## src/rtl/mem_arb_pkg.sv

```systemverilog
// Shared types and constants for the two-requester memory arbiter.
package mem_arb_pkg;

  localparam int unsigned NREQ  = 2;
  localparam int unsigned DataW = 5;

  typedef enum logic [1:0] {
    StIdle,
    StIssue,
    StResp
  } state_e;

  typedef struct packed {
    logic             we;
    logic [DataW-1:0] addr;
    logic [DataW-1:0] wdata;
  } req_t;

endpackage

```

## src/rtl/arb_rr.sv

```systemverilog
// Two-input one-hot grant generator; MEM_ARB_RR_EN selects round-robin, else fixed priority.
module arb_rr
  import mem_arb_pkg::*;
(
  input  logic [NREQ-1:0] valid_i,
  input  logic            last_grant_i,
  output logic [NREQ-1:0] grant_o
);

`ifdef MEM_ARB_RR_EN
  always_comb begin
    grant_o = '0;
    unique case (valid_i)
      2'b01:   grant_o = 2'b01;
      2'b10:   grant_o = 2'b10;
      // On a tie the requester that did not win last time goes first.
      2'b11:   grant_o = last_grant_i ? 2'b01 : 2'b10;
      default: grant_o = '0;
    endcase
  end
`else
  logic unused_last_grant;
  assign unused_last_grant = last_grant_i;

  always_comb begin
    grant_o = '0;
    unique case (valid_i)
      2'b01:   grant_o = 2'b01;
      2'b10:   grant_o = 2'b10;
      2'b11:   grant_o = 2'b01;
      default: grant_o = '0;
    endcase
  end
`endif

endmodule

```

## src/rtl/mem_arbiter.sv

```systemverilog
// Serialises two requesters onto a single-port memory, one op in flight at a time.
// Build option MEM_ARB_RR_EN: round-robin tie-break instead of fixed priority.
module mem_arbiter
  import mem_arb_pkg::*;
#(
  parameter int unsigned N = DataW
) (
  input  logic                     clk,
  input  logic                     rst,
  input  logic [NREQ-1:0]          req_valid,
  input  logic [NREQ-1:0]          req_we,
  input  logic [NREQ-1:0][N-1:0]   req_addr,
  input  logic [NREQ-1:0][N-1:0]   req_wdata,
  output logic [NREQ-1:0]          req_ready,
  output logic                     rsp_valid,
  output logic                     rsp_id,
  output logic [N-1:0]             rsp_rdata,
  input  logic                     rsp_ready,
  output logic                     mem_we,
  output logic [N-1:0]             mem_addr,
  output logic [N-1:0]             mem_wdata,
  input  logic [N-1:0]             mem_rdata,
  output logic                     mem_rst
);

  state_e         state_q, state_d;
  req_t           req_q, req_d;
  logic           id_q, id_d;
  logic [N-1:0]   rdata_q, rdata_d;
  logic           first_q, first_d;
  logic [NREQ-1:0] grant;
  logic           last_grant;
  logic           xfer;

`ifdef MEM_ARB_RR_EN
  logic last_grant_q, last_grant_d;
  assign last_grant   = last_grant_q;
  assign last_grant_d = xfer ? grant[1] : last_grant_q;

  always_ff @(posedge clk) begin
    if (!rst) begin
      last_grant_q <= 1'b1;
    end else begin
      last_grant_q <= last_grant_d;
    end
  end
`else
  assign last_grant = 1'b1;
`endif

  arb_rr u_arb (
    .valid_i      (req_valid),
    .last_grant_i (last_grant),
    .grant_o      (grant)
  );

  always_comb begin
    state_d   = state_q;
    req_d     = req_q;
    id_d      = id_q;
    rdata_d   = rdata_q;
    first_d   = 1'b0;
    req_ready = '0;
    xfer      = 1'b0;
    rsp_valid = 1'b0;
    rsp_rdata = rdata_q;
    unique case (state_q)
      StIdle: begin
        req_ready = rst ? grant : '0;
        xfer      = |(req_ready & req_valid);
        if (xfer) begin
          id_d        = grant[1];
          req_d.we    = req_we[grant[1]];
          req_d.addr  = req_addr[grant[1]];
          req_d.wdata = req_wdata[grant[1]];
          state_d     = StIssue;
        end
      end
      StIssue: begin
        rdata_d = '0;
        first_d = 1'b1;
        state_d = StResp;
      end
      StResp: begin
        rsp_valid = 1'b1;
        // Memory read data only arrives in the first response cycle; bypass it, then hold it.
        if (first_q && !req_q.we) begin
          rsp_rdata = mem_rdata;
          rdata_d   = mem_rdata;
        end
        if (rsp_ready) state_d = StIdle;
      end
      default: state_d = StIdle;
    endcase
  end

  always_ff @(posedge clk) begin
    if (!rst) begin
      state_q <= StIdle;
      req_q   <= '0;
      id_q    <= 1'b0;
      rdata_q <= '0;
      first_q <= 1'b0;
    end else begin
      state_q <= state_d;
      req_q   <= req_d;
      id_q    <= id_d;
      rdata_q <= rdata_d;
      first_q <= first_d;
    end
  end

  assign mem_we    = (state_q == StIssue) && req_q.we;
  assign mem_addr  = req_q.addr;
  assign mem_wdata = req_q.wdata;
  assign rsp_id    = id_q;
  assign mem_rst   = !rst;

endmodule

```

## config.mk

```make
export PLATFORM = sky130hd
export DESIGN_NAME = mem_arbiter
export DESIGN_NICKNAME = d
export VERILOG_FILES = /design/src/rtl/mem_arb_pkg.sv /design/src/rtl/arb_rr.sv /design/src/rtl/mem_arbiter.sv
export SDC_FILE = /design/constraint.sdc
export NUM_CORES = 1
export LEC_CHECK = 0
export BUFFER_PORTS_ARGS = -buffer_cell sky130_fd_sc_hd__buf_4
export CAP_MARGIN = 20
export CORE_ASPECT_RATIO = 1.5
export CORE_MARGIN = 1.5
export CORE_UTILIZATION = 47
export CTS_CLUSTER_SIZE = 20
export DETAILED_ROUTE_END_ITERATION = 8
export HOLD_SLACK_MARGIN = 0.15
export PLACE_DENSITY = 0.82
export REMOVE_ABC_BUFFERS = 1
export SLEW_MARGIN = 20
export SYNTH_ARGS = -nofsm -noshare
export SYNTH_HDL_FRONTEND = slang
export SYNTH_SLANG_ARGS = --single-unit
```

## constraint.sdc

```tcl
create_clock -name clk -period 2.8 [get_ports clk]
set_clock_uncertainty 0.2 [all_clocks]
set_input_delay 0 -clock clk [delete_from_list [all_inputs] [get_ports clk]]
set_output_delay 0 -clock clk [all_outputs]
set_load 0.1 [all_outputs]
```

# After elaboration in Yosys (flattened, before gate mapping)
# Cells that the tools add are included.
[totals]
ff_bits = 20
out_inout_bits = 21
wordCells = 43
[classes]
order_cmp = 1
eq_ne = 7
muxes = 17
bitwise = 1
reduce_logical = 10
[op_table]
columns = ["cell", "count"]
rows = [
  ["$mux W5", 6],
  ["$pmux W5 S2", 1],
  ["$mux W2", 4],
  ["$eq A2 B2 Y1 const B", 3],
  ["$pmux W2 S3", 1],
  ["$eq A2 B1 Y1 const B", 2],
  ["$mux W1", 4],
  ["$ne A2 B2 Y1 const B", 2],
  ["$pmux W2 S2", 1],
  ["$reduce_and A2 Y1", 2],
  ["$reduce_or A2 Y1", 2],
  ["$and A2 B2 Y2", 1],
  ["$logic_and A1 B1 Y1", 2],
  ["$logic_not A1 Y1", 2],
  ["$logic_not A2 Y1", 1],
  ["$lt A1 B2 Y1 const B", 1],
  ["$reduce_bool A2 Y1", 1],
]

# Logic depth before layout (Yosys ltp)
[logic_depth]
ltp_word = 8
depth_mapped = 6
ltp_nobuf = 5

# Cells and area by module
# Synthesis repeated with hierarchy kept, for this count alone.
[unflattened]
hier_cells = 110
hier_area_um2 = 1084.8
[by_module_without_submodules]
columns = ["mod", "instances", "cells_per_inst", "area_each_um2"]
rows = [
  ["mem_arbiter", 1, 108, 1074.8],
  ["arb_rr", 1, 2, 10.0],
]

# Worst setup path before layout
# OpenSTA, ideal clock, no wires.
[synth_timing]
path_kind = "register -> output"
start = "register state_q[0]"
end = "output port rsp_rdata[0]"
t_arrival_ps = 2060
required_time_ps = 2600
slack_ps = 540
path_stages_with_launch = 5
n_path_buf = 0
cell_sequence = "dfxtp_1 > inv_1 > ha_1 > nand3b_4 > mux2_2"
[synth_between]
elab_chain_cells = 2
[synth_lines]
columns = ["item", "line", "rtl"]
rows = [
  ["from (decl)", "mem_arbiter.sv:26", "state_e state_q, state_d;"],
  ["from (signal assigned)", "mem_arbiter.sv:99", "state_q <= StIdle;"],
  ["from (signal assigned)", "mem_arbiter.sv:105", "state_q <= state_d;"],
  ["$eq A2 B2 Y1", "mem_arbiter.sv:67", "unique case (state_q)"],
  ["$mux W5", "mem_arbiter.sv:67", ""],
  ["to (decl)", "mem_arbiter.sv:17", "output logic [N-1:0] rsp_rdata,"],
]
# No other way between the ends.

# Worst setup path in the final report
[layout_timing]
start = "input port req_valid[0]"
end = "register req_q, in the netlist mem_addr[2]"
[layout_between]
elab_chain_cells = 7
[layout_lines]
columns = ["item", "line", "rtl"]
rows = [
  ["from (decl)", "mem_arbiter.sv:10", "input logic [NREQ-1:0] req_valid,"],
  ["$eq A2 B1 Y1 / $eq A2 B2 Y1 (equally long branches)", "arb_rr.sv:27", "unique case (valid_i)"],
  ["$reduce_or A2 Y1 (no line)", "n/a", ""],
  ["$pmux W2 S2", "arb_rr.sv:27", ""],
  ["$mux W2", "mem_arbiter.sv:69", "req_ready = rst ? grant : '0;"],
  ["$and A2 B2 Y2", "mem_arbiter.sv:70", "xfer = |(req_ready & req_valid);"],
  ["$reduce_or A2 Y1", "mem_arbiter.sv:70", ""],
  ["$reduce_and A2 Y1 (no line)", "n/a", ""],
  ["to (signal assigned)", "mem_arbiter.sv:106", "req_q <= req_d;"],
  ["to (decl)", "mem_arbiter.sv:27", "req_t req_q, req_d;"],
]
# Parallel ways exist; a longest one is shown, timed or not. The select of a mux whose other input is x is not followed.
# A chain may end at the register's enable or synchronous reset.

==> results.cfg <==
[setup_path]
max_stage_delay_ns = 0.58
worst_path_max_delay_cell = sky130_fd_sc_hd__dlygate4sd3_1
setup.worst_path.start = req_valid[0]
crit_path_buffers_inverters = 4
worst-setup-path-type = in -> reg
data_required_time_of_the_worst_path_ns = 2.87
reg2regPathDepth = 6
cpLargestDelayFamily = buffers and inverters
critical_path_cell_count = 7
worst-endpoint-arrival_ns = 2.50
crit_top_cell = sky130_fd_sc_hd__dlygate4sd3_1
endpoint = mem_addr[2]
startpoint_type = primary input
crit-reg2reg-launch = state_q[0]
timing.critical_path.fanout_max = 11
worstPathCellList = dlygate4sd3_1 -> buf_4 -> nand2b_1 -> nand2_1 -> dlygate4sd3_1 -> a31oi_1 -> dlygate4sd3_1
timing.critical_path.to_type = flop
reg2reg_setup_slack_ns = 0.48
r2r_end = rdata_q[3]

[floorplan]
dieHeight_um = 60.5
coreArea_um2 = 2050
floorplan.rows = 20
io_pins = 53
design.die.area_um2 = 2500
initial_core_util = 0.504
fp.dieW_um = 41.3

[global_route]
overflow = 0
antenna_violations_before_repair = 0
grt_usage = 0.386
grt_pass1_vias = 1356
pin_count_of_the_biggest_net_entering_global_routing = 25
first_pass_grt_wire_length_um = 6340

[sta]
worst_pin_slew_ns = 0.474
grt_setup_unrepaired = false
final_min_period_over_clock_period = 0.868
setup_tns_ns = 0
final-setup-viol-count = 0
post-route-min-period_ns = 2.43
fmaxAchievable_mhz = 412
slew_violations = 0
timing.final.hold_violations = 0
slew-limit-headroom = 0.684

[detailed_routing]
avgRoutedWirePerCell_um = 17.7
drt_drc_violations_left = 0
routed_wire_length_um = 3960
drt_first_iter_violations = 45
drt.antenna.violating_nets = 0
routed-via-count = 1232
router_iterations_before_antenna_repair = 4
vias_per_cell = 5.50

[clock_network]
cts_max_path_buffers = 2
cts_hold_buf = 43
clock_insertion_delay_at_the_later_pin_of_the_skew_report_ns = 0.32
cts_repair_resize_count = 0
clock-sinks = 20
cts_tree = done
ctsRootBufferMaster = sky130_fd_sc_hd__clkbuf_4
post_cts_buffers = 0
cts-buffers-inserted = 3
clkSlewWorstSetupHoldPaths_ns = 0.12
htree_depth = 1

[logic_synthesis]
syn-instance-count = 119
synthDominantAreaCellType = sky130_fd_sc_hd__dfxtp_1
yosys.cell_count.top_type = sky130_fd_sc_hd__nand2_1
distinct_cell_type_count_after_synthesis = 25
syn-cell-area_um2 = 1030
synth-async-reset-ratio = 0
synth-seq-area-share = 0.387
synth.area.top_cells = sky130_fd_sc_hd__dfxtp_1 (39%), sky130_fd_sc_hd__nand2_1 (9.1%), sky130_fd_sc_hd__buf_4 (8.7%), sky130_fd_sc_hd__a31oi_1 (6.7%), sky130_fd_sc_hd__mux2_2 (5.4%)
post_synth.cell_area_avg_um2 = 8.70
yosys_warnings = 0
yosysTopAreaCellShare = 0.387
synth_top_flop_cell = sky130_fd_sc_hd__dfxtp_1
synth-seq-cells = 20
synth.top_cells.by_count = sky130_fd_sc_hd__nand2_1 (25), sky130_fd_sc_hd__dfxtp_1 (20), sky130_fd_sc_hd__buf_4 (12)
synth_enable_flop_cells = 0

[placed_design]
i_o_buffers = 52
place.gp.congestion = 0.719
post_detailed_placement_cell_area_um2 = 1340
hpwl_um = 1890

[pwr]
ir_drop_mv = 0.492
post-layout-total-power_uw = 993
total_leakage_power_uw = 0.000918
cell_area_power_density_nw_per_um2 = 546

[outcome]
result_of_the_run = completed

[cells_and_area]
layout.filler_cells = 98
final_util = 0.887
syn2layout_area_growth_pct = 75.8
postLayoutCellArea_um2 = 1820
fraction_of_final_layout_cells_sized_beyond_drive_strength_1 = 0.312
fin_nets = 238
antenna_cells = 0

[min_path]
timing.hold.worst.class = in -> reg

[flow_run]
max_cap_viol_count = 0
sequential cells by signal, summed over array words and instances (netlist names):
name,count
mem_wdata,5
mem_addr,5
req_q,1
rdata_q,5
first_q,1
state_q,2
rsp_id,1
per-layer routing:
metal,up-vias,global-route usage,share of wire
met4,0,0.341,0.050
met2,73,0.634,0.55
met1,563,0.347,0.35
met3,21,0.136,0.053
met5,-,0,0
li1,575,-,-
logic make-up (layout without fill, tap and decap cells):
| logic type | Yosys count | count (layout) | share of synthesized area |
|---|---|---|---|
| AND/OR/NAND/NOR | 35 | 35 | 0.161 |
| AO/OA/AOI/OAI | 34 | 34 | 0.221 |
| buffers and inverters | 21 | 104 | 0.131 |
| flip-flops | 20 | 20 | 0.387 |
| multiplexers | 6 | 6 | 0.0641 |
| adder cells (fa/ha/maj) | 3 | 3 | 0.0363 |
where the power goes:
group | total (uW) | switching [uW] | internal (uW)
Sequential | 329 | 19.1 | 310
Combinational | 421 | 276 | 145
Clock | 243 | 98.2 | 145
Total | 993 | 393 | 600
placed cells by master (no fill, tap or decap), drive strengths merged, types with 2 or more instances in the layout:
master	count
a32o	5
o21ai	13
nand2	25
clkbuf	3
and3	2
nor2b	2
buf	52
ha	3
a21oi	2
mux2	5
dfxtp	20
inv	5
a31oi	11
nor2	2
dlygate4sd3	43
o211a	2
area by class of cell:
cell class	instances	area, um^2	share of cell area
flip-flops and latches	20	400	0.220
clock inverters	1	30.0	0.0165
repair buffers	95	821	0.451
inverters	5	18.8	0.0103
well taps	22	27.5	0.0151
multi-input cells	78	499	0.274
clock buffers	3	22.5	0.0124
worst register-to-register path, stage by stage (launching register included):
cell and delay (ns):
sky130_fd_sc_hd__dfxtp_1 0.34, sky130_fd_sc_hd__inv_1 0.12, sky130_fd_sc_hd__ha_1 0.30, sky130_fd_sc_hd__nand3b_4 0.16, sky130_fd_sc_hd__nor2_1 0.37, sky130_fd_sc_hd__a32o_1 0.22
sky130_fd_sc_hd__dlygate4sd3_1 0.56
per-stage QoR:
stage / setup WS (ns) / hold slack (ns) / instances
floorplan: 0.540 / -0.0999 / 103
global placement: 1.28 / 0.0187 / 177
detailed placement: 1.21 / 0.0234 / 177
CTS: 0.437 / 0.292 / 224
global route: 0.240 / 0.291 / 224
finish: 0.371 / 0.289 / 224
worst min-delay path by stage:
| stage | cells after the start | end | start |
|---|---|---|---|
| floorplan | 1 | rsp_id | req_valid[0] |
| global placement | 2 | rdata_q[0] | mem_rdata[0] |
| detailed placement | 2 | rdata_q[2] | mem_rdata[2] |
| CTS | 4 | mem_addr[2] | req_addr[7] |
| global route | 4 | mem_addr[0] | req_addr[5] |
| finish | 4 | mem_addr[3] | req_addr[3] |
Note: power is estimated with default switching activity, not from simulation.
